`src/rtl/param_sync_fifo_pkg.sv`:
```
`default_nettype none
// param_sync_fifo_pkg: width helper and default sizing shared with the evaluator datapath.
// Rev 1.0
package param_sync_fifo_pkg;

  localparam int DEFAULT_DATA_WIDTH = 8;
  localparam int DEFAULT_CAPACITY   = 8;

  // Smallest n with 2**n >= value; clog2(1) is 0.
  function automatic int clog2(input int value);
    int result;
    int v;
    result = 0;
    v      = value - 1;
    while (v > 0) begin
      result = result + 1;
      v      = v >> 1;
    end
    return result;
  endfunction

endpackage
`default_nettype wire

```
`src/rtl/param_sync_fifo_wrap_counter.sv`:
```
`default_nettype none
// fifo_wrap_counter: modulo-MODULUS up-counter used as a FIFO read/write pointer.
// Rev 1.0
module fifo_wrap_counter #(
  parameter int WIDTH   = 3,
  parameter int MODULUS = 8
) (
  input  logic             clk,
  input  logic             rst_n,
  input  logic             inc_i,
  output logic [WIDTH-1:0] value_o
);

  localparam logic [WIDTH-1:0] C_LAST = WIDTH'(MODULUS - 1);

  logic [WIDTH-1:0] value_q;
  logic [WIDTH-1:0] value_d;

  // Explicit wrap keeps non-power-of-two moduli inside 0..MODULUS-1.
  always_comb begin
    value_d = value_q;
    if (inc_i) begin
      value_d = (value_q == C_LAST) ? '0 : value_q + WIDTH'(1);
    end
  end

  always_ff @(posedge clk or negedge rst_n) begin
    if (!rst_n) begin
      value_q <= '0;
    end else begin
      value_q <= value_d;
    end
  end

  assign value_o = value_q;

endmodule
`default_nettype wire

```
`src/rtl/param_sync_fifo.sv`:
```
`default_nettype none
// param_sync_fifo: single-clock FIFO using all CAPACITY entries, with occupancy flags and sticky errors.
// Rev 1.0
module param_sync_fifo
  import param_sync_fifo_pkg::*;
#(
  parameter int DATA_WIDTH = DEFAULT_DATA_WIDTH,
  parameter int CAPACITY   = DEFAULT_CAPACITY,
  parameter int PTR_WIDTH  = clog2(CAPACITY),
  parameter int CNT_WIDTH  = clog2(CAPACITY + 1),
  parameter int AF_LEVEL   = 6,
  parameter int AE_LEVEL   = 2
) (
  input  logic                  clk,
  input  logic                  reset,
  input  logic [DATA_WIDTH-1:0] in_data,
  input  logic                  w_en,
  input  logic                  r_en,
  input  logic                  err_clr,
  output logic [DATA_WIDTH-1:0] out_data,
  output logic                  out_valid,
  output logic                  full,
  output logic                  empty,
  output logic                  almost_full,
  output logic                  almost_empty,
  output logic [CNT_WIDTH-1:0]  count,
  output logic                  overflow,
  output logic                  underflow
);

  localparam logic [CNT_WIDTH-1:0] C_FULL = CNT_WIDTH'(CAPACITY);

  logic [DATA_WIDTH-1:0] mem_q [CAPACITY];
  logic [PTR_WIDTH-1:0]  w_ptr;
  logic [PTR_WIDTH-1:0]  r_ptr;

  logic [CNT_WIDTH-1:0]  count_q,     count_d;
  logic [DATA_WIDTH-1:0] out_data_q,  out_data_d;
  logic                  out_valid_q, out_valid_d;
  logic                  overflow_q,  overflow_d;
  logic                  underflow_q, underflow_d;
  logic                  rd_ok;
  logic                  wr_ok;

  assign empty        = (count_q == '0);
  assign full         = (count_q == C_FULL);
  assign almost_full  = (32'(count_q) >= 32'(AF_LEVEL));
  assign almost_empty = (32'(count_q) <= 32'(AE_LEVEL));

  // A full FIFO still takes a write when a read frees a slot in the same cycle.
  always_comb begin
    rd_ok       = r_en && !empty;
    wr_ok       = w_en && (!full || rd_ok);

    count_d     = count_q;
    if (wr_ok && !rd_ok) begin
      count_d = count_q + CNT_WIDTH'(1);
    end else if (rd_ok && !wr_ok) begin
      count_d = count_q - CNT_WIDTH'(1);
    end

    out_valid_d = rd_ok;
    out_data_d  = rd_ok ? mem_q[r_ptr] : out_data_q;

    // A new error in the same cycle as err_clr leaves the flag set.
    overflow_d  = (w_en && !wr_ok) ? 1'b1 : (err_clr ? 1'b0 : overflow_q);
    underflow_d = (r_en && empty)  ? 1'b1 : (err_clr ? 1'b0 : underflow_q);
  end

  always_ff @(posedge clk or negedge reset) begin
    if (!reset) begin
      count_q     <= '0;
      out_data_q  <= '0;
      out_valid_q <= 1'b0;
      overflow_q  <= 1'b0;
      underflow_q <= 1'b0;
    end else begin
      count_q     <= count_d;
      out_data_q  <= out_data_d;
      out_valid_q <= out_valid_d;
      overflow_q  <= overflow_d;
      underflow_q <= underflow_d;
    end
  end

  always_ff @(posedge clk) begin
    if (wr_ok) begin
      mem_q[w_ptr] <= in_data;
    end
  end

  fifo_wrap_counter #(
    .WIDTH   (PTR_WIDTH),
    .MODULUS (CAPACITY)
  ) u_w_ptr (
    .clk     (clk),
    .rst_n   (reset),
    .inc_i   (wr_ok),
    .value_o (w_ptr)
  );

  fifo_wrap_counter #(
    .WIDTH   (PTR_WIDTH),
    .MODULUS (CAPACITY)
  ) u_r_ptr (
    .clk     (clk),
    .rst_n   (reset),
    .inc_i   (rd_ok),
    .value_o (r_ptr)
  );

  assign out_data  = out_data_q;
  assign out_valid = out_valid_q;
  assign count     = count_q;
  assign overflow  = overflow_q;
  assign underflow = underflow_q;

endmodule
`default_nettype wire

```
`config.mk`:
```
export PLATFORM = sky130hd
export DESIGN_NAME = param_sync_fifo
export DESIGN_NICKNAME = d
export VERILOG_FILES = /design/src/rtl/param_sync_fifo_pkg.sv /design/src/rtl/param_sync_fifo_wrap_counter.sv /design/src/rtl/param_sync_fifo.sv
export SDC_FILE = /design/constraint.sdc
export NUM_CORES = 1
export LEC_CHECK = 0
export BUFFER_PORTS_ARGS = -buffer_cell sky130_fd_sc_hd__buf_2
export CAP_MARGIN = 20
export CORE_UTILIZATION = 45
export CTS_BUF_LIST = sky130_fd_sc_hd__clkbuf_4
export DETAILED_ROUTE_END_ITERATION = 6
export GPL_ROUTABILITY_DRIVEN = 0
export PLACE_DENSITY = 0.63
export SYNTH_ARGS = -nofsm -noshare
export SYNTH_HDL_FRONTEND = slang
export SYNTH_SLANG_ARGS = --single-unit
```
`constraint.sdc`:
```
create_clock -name clk -period 4.92 [get_ports clk]
set_clock_uncertainty 0.05 [all_clocks]
set_input_delay 1.476 -clock clk [delete_from_list [all_inputs] [get_ports clk]]
set_output_delay 1.476 -clock clk [all_outputs]
set_load 0.005 [all_outputs]
```
Word level (Yosys, flattened, before mapping)
Memories as Yosys holds them, arrays and structs flattened. A register that Yosys moved wholly into a read port is not among the register bits.
Index checks and enable logic that the tools add are counted.
Storage, ports and cells
  flip-flop bits (word level): 13
  RAM bits: 64
  input bits: 13
  output and inout bits: 19
  word-level logic and storage cells: 41
  memories: 1
Memory list
  mem_q: words 8, width 8, read ports 1, clocked after memory_dff 1, write ports 1, line param_sync_fifo.sv:33  | logic [DATA_WIDTH-1:0] mem_q [CAPACITY];
Operators by class
  add/subtract/negate cells: 4
  magnitude comparators: 2
  equal/unequal tests: 3
  mux-type cells: 9
  reduce and logical (&&, ||, !) cells: 16
Operators by type and width (count)
  two-way mux 4 bit: 2
  adder 3 x 1 -> 3 bit (second input constant): 2
  == test 3 bit (second input constant): 2
  logical AND 1 bit: 6
  two-way mux 3 bit: 2
  nonzero test 2 bit: 3
  logical NOT 1 bit: 5
  two-way mux 1 bit: 5
  adder 4 x 1 -> 4 bit (second input constant): 1
  == test 4 bit (second input constant): 1
  >= comparator 4 x 3 -> 1 bit (second input constant): 1
  less-or-equal comparator 4 x 2 -> 1 bit (second input constant): 1
  logical NOT 4 bit: 1
  subtractor 4 x 1 -> 4 bit (second input constant): 1
  logical OR 1 bit: 1

Depth between registers and ports, before layout
  depth after elaboration: 9
  mapped depth: 10
  gate-level depth less buffers: 10

By module
From an unflattened synthesis, not the netlist that was laid out.
Unflattened totals
  cells, all modules: 224
  area, all modules: 3585.9 um2
Modules (own cells, without submodules)
  param_sync_fifo: times used 1, cells each 202, area an instance 3300.7 um2, sequential area each 2297.2 um2
  fifo_wrap_counter: times used 2, cells each 11, area an instance 142.6 um2, sequential area each 75.1 um2

Worst setup path after synthesis
No wires, ideal clock.
  path kind: input -> register
  start point: in r_en
  end point: reg count_q[3], in the netlist count[3]
  setup time: 0.136 ns
  arrival: 3.040 ns
  required time: 4.734 ns
  setup slack: 1.693 ns
  stages on the path: 8
  path buffers: 1
  cells stage by stage: nand2b_1 -> buf_2 -> ha_1 -> inv_1 -> ha_1 -> a21o_1 -> a2111oi_0 -> o31ai_1
On the way
  cells in the longest elaborated chain, start to end: 6
  elaborated cells between the ends (all ways): 9
  those cells by class: mux (1); reduce/logical (8)
Ends and longest elaborated chain
  start, declared: line param_sync_fifo.sv:18  | input logic r_en,
  logical AND 1 bit (*): line param_sync_fifo.sv:52  | rd_ok = r_en && !empty;
  logical OR 1 bit: line param_sync_fifo.sv:53  | wr_ok = w_en && (!full || rd_ok);
  logical AND 1 bit: line param_sync_fifo.sv:53
  logical NOT 1 bit: line param_sync_fifo.sv:58  | end else if (rd_ok && !wr_ok) begin
  logical AND 1 bit: line param_sync_fifo.sv:58
  nonzero test 2 bit (no source line)
  end signal, assigned: line param_sync_fifo.sv:78  | count_q <= count_d;
  end, declared: line param_sync_fifo.sv:37  | logic [CNT_WIDTH-1:0] count_q, count_d;
Every way passes the cells marked *; elsewhere a longest branch is shown, timed or not.
A chain may end at the register's enable or synchronous reset.

Worst setup path after layout
Same ends and word-level chain as after synthesis.

==> flow_summary.toml <==
[cts]
cts_tree = "yes"
clockBufferDepth = 2
cts_post_setup_buffers_inserted = 0
numCtsBuffers = 9
ctsHoldBuffers = 0
h-tree-depth = 3
clkTransAtPathRegs_ns = 0.13
cts-root-buf = "clkbuf_4"
clock_latency_ns = 0.41
clock-sinks = 85
cts_resized = 0

[timing]
rsz0062_at_grt = "no"
slew_violations = 0
maxSlewHeadroom_pct = 28.8
tightest_slew_ns = 1.07
period_share_pct = 70.0
min_period_ns = 3.44
fmax_ghz = 0.290
timing_hold_violations_final = 0
setup_viol = 0
setup_tns_ns = 0
fin_ws_ns = 1.48

[worst_setup_path]
crit_path_start_kind = "input pin"
path_cells = "buf_2, nand2b_1, ha_1, inv_1, ha_1, a21o_1, a2111oi_0, o31ai_1"
crit_arrival_ns = 3.68
critPathKind = "in2reg"
slowest_delay_ns = 0.52
crit_fanout = 23
path_common_cell = "ha_1"
critPathSlowestCell = "nand2b_1"
critPathRequiredTime_ns = 5.16
crit_path_end_kind = "register"
setup.reg_to_reg.worst_slack_ns = 1.67

[floorplan]
io_pins = 32
start_util_pct = 47.5
die_area_sq_mm = 0.00817
dieHeight_um = 90.4
rows = 31
die_w_um = 90.4
core_sq_mm = 0.00741

[layout]
syn2layout_area_growth_pct = 12.8
fin_nets = 285
antennaDiodeCount = 0
final_util_pct = 53.6
drive_gt1_share_pct = 28.3
num-fill-cells = 618

[route]
antenna_left = 0
drt-initial-drc-count = 52
firstDrtPassIters = 4
wirelength_mm = 6.20
routed_via_density = 5.26
dr_total_vias = 1934
drc = 0
wire_per_inst_um = 16.9

[yosys]
netlist.area_leader.share_pct = 54.6
syn_avg_cell_area_sq_um = 15.6
yosysUniqueCellTypes = 34
synth_fp_nets = 247
ys_warn_count = 0
netlist_area_sq_mm = 0.00352
ys_top_cells_by_area = "edfxtp_1, dfrtp_1, mux2_2, mux2i_1, ha_1"
yosysSeqAreaShare_pct = 69.6
synthCells = 226
ys_ff_latch = 85
synth_area_leader_cell = "edfxtp_1"

[global_route]
grt_max_degree = 24
grt_overflow = 0
antenna_found_initial = 0
grt_pass1_wl_mm = 9.84
grtUsageTotal_pct = 16.4
grt_pass1_vias = 1886

[status]
status = "finished clean"

[place]
dp_hpwl_mm = 4.10
port-buffer-count = 31
post-place-ws_ns = 1.05

[min_path]
hp-class = "reg2reg"

[run]
maxCapViolations = 0

[power_and_ir_drop]
powerDensity_mw_per_mm2 = 568
power.leakage_nw = 1.53
power.total_mw = 2.25
vdd_drop_max_mv = 0.256
-- stage by stage --
stage | cell area [sq um] | std cells | hold WS (ns)
finish | 3970 | 368 | 0.443
global route | 3970 | 368 | 0.469
CTS | 3970 | 368 | 0.451
detailed placement | 3790 | 352 | 0.421
global placement | 3790 | 352 | 0.408
floorplan | 3520 | 226 | 0.423
-- metal layers --
metal	up-vias	track usage, %	share of wire (%)
met1	942	21.8	46
met5	-	0	0
met3	2	5.05	4.6
li1	943	-	-
met4	0	4.17	0.47
met2	47	26.1	49
-- cells in the mapped netlist --
library cell and instances:
nand2b_1 6, a211oi_1 1, edfxtp_1 64, xnor2_1 2
o21ai_0 10, o21ai_4 1, mux2i_1 17, dfrtp_1 21
buf_6 2, nor4_2 1, nand2_2 1, o31ai_1 1
a221o_1 8, a2111oi_0 1, nor4_1 1, a22o_1 2
o21ai_1 2, inv_2 1, nor3_1 9, buf_2 3
buf_1 2, mux2_2 18, ha_1 7, a21oi_1 1
a21o_1 4, nand2_1 18, inv_1 4, clkbuf_1 1
buf_4 1, o22ai_1 8, nor2_1 5, or4b_4 1
nor2b_1 1, fa_1 1
-- cell families after synthesis --
group                      synth area share, %
AOI/OAI and AO/OA                         8.04
xor gates and xnor gates                 0.498
adders and majority gates                 3.06
buffers and inverters                     2.13
DFF                                       69.6
muxes                                     10.6
and+or+nand+nor                           6.08
-- worst max-delay path: cells and delay by family --
family,cells,cell delay [ns]
adders and majority gates,2,0.62
AOI/OAI and AO/OA,3,0.81
and+or+nand+nor,1,0.52
buffers and inverters,2,0.25
-- power breakdown --
part	internal [mW]	leakage (nW)	total [mW]	switching, mW
Combinational	0.348	0.593	0.701	0.353
Clock	0.256	0.0977	0.480	0.224
Sequential	0.925	0.837	1.07	0.148
Total	1.53	1.53	2.25	0.724
-- sequential cells by signal (all words and copies together) (netlist names) --
signal and count:
u_w_ptr.value_o 3, count 4, u_r_ptr.value_o 3, mem_q 64, underflow 1, out_data 8, out_valid 1, overflow 1
-- cells in the final DEF (no fill, tap or decap), drive strengths merged, types with 4 or more instances in the layout --
cell type / netlist / routed
edfxtp: 64 / 64
buf: 8 / 36
dfrtp: 21 / 21
nand2: 19 / 19
mux2: 18 / 18
mux2i: 17 / 17
o21ai: 13 / 13
clkbuf: 1 / 9
nor3: 9 / 9
o22ai: 8 / 8
a221o: 8 / 8
ha: 7 / 7
nand2b: 6 / 6
inv: 5 / 6
nor2: 5 / 5
a21o: 4 / 4
-- area by class of cell --
type	instances	area, sq um	share of cell area [%]
clock buffers	9	67.6	1.70
clock inverters	7	113	2.84
inverters	5	18.8	0.473
multi-input cells	127	1010	25.3
flip-flops and latches	85	2450	61.7
well taps	99	124	3.12
repair buffers	36	193	4.85
-- worst paths after layout --
check,startpoint,to,depth (start not counted)
max,r_en,count[3],8
min,out_data[3],out_data[3],2
max reg2reg,count[0],count[3],8
min reg2reg,out_data[3],out_data[3],2
max in group asynchronous,reset,u_r_ptr.value_o[2],1
min in group asynchronous,reset,overflow,1
No activity file was read; power rests on OpenSTA's default activity.
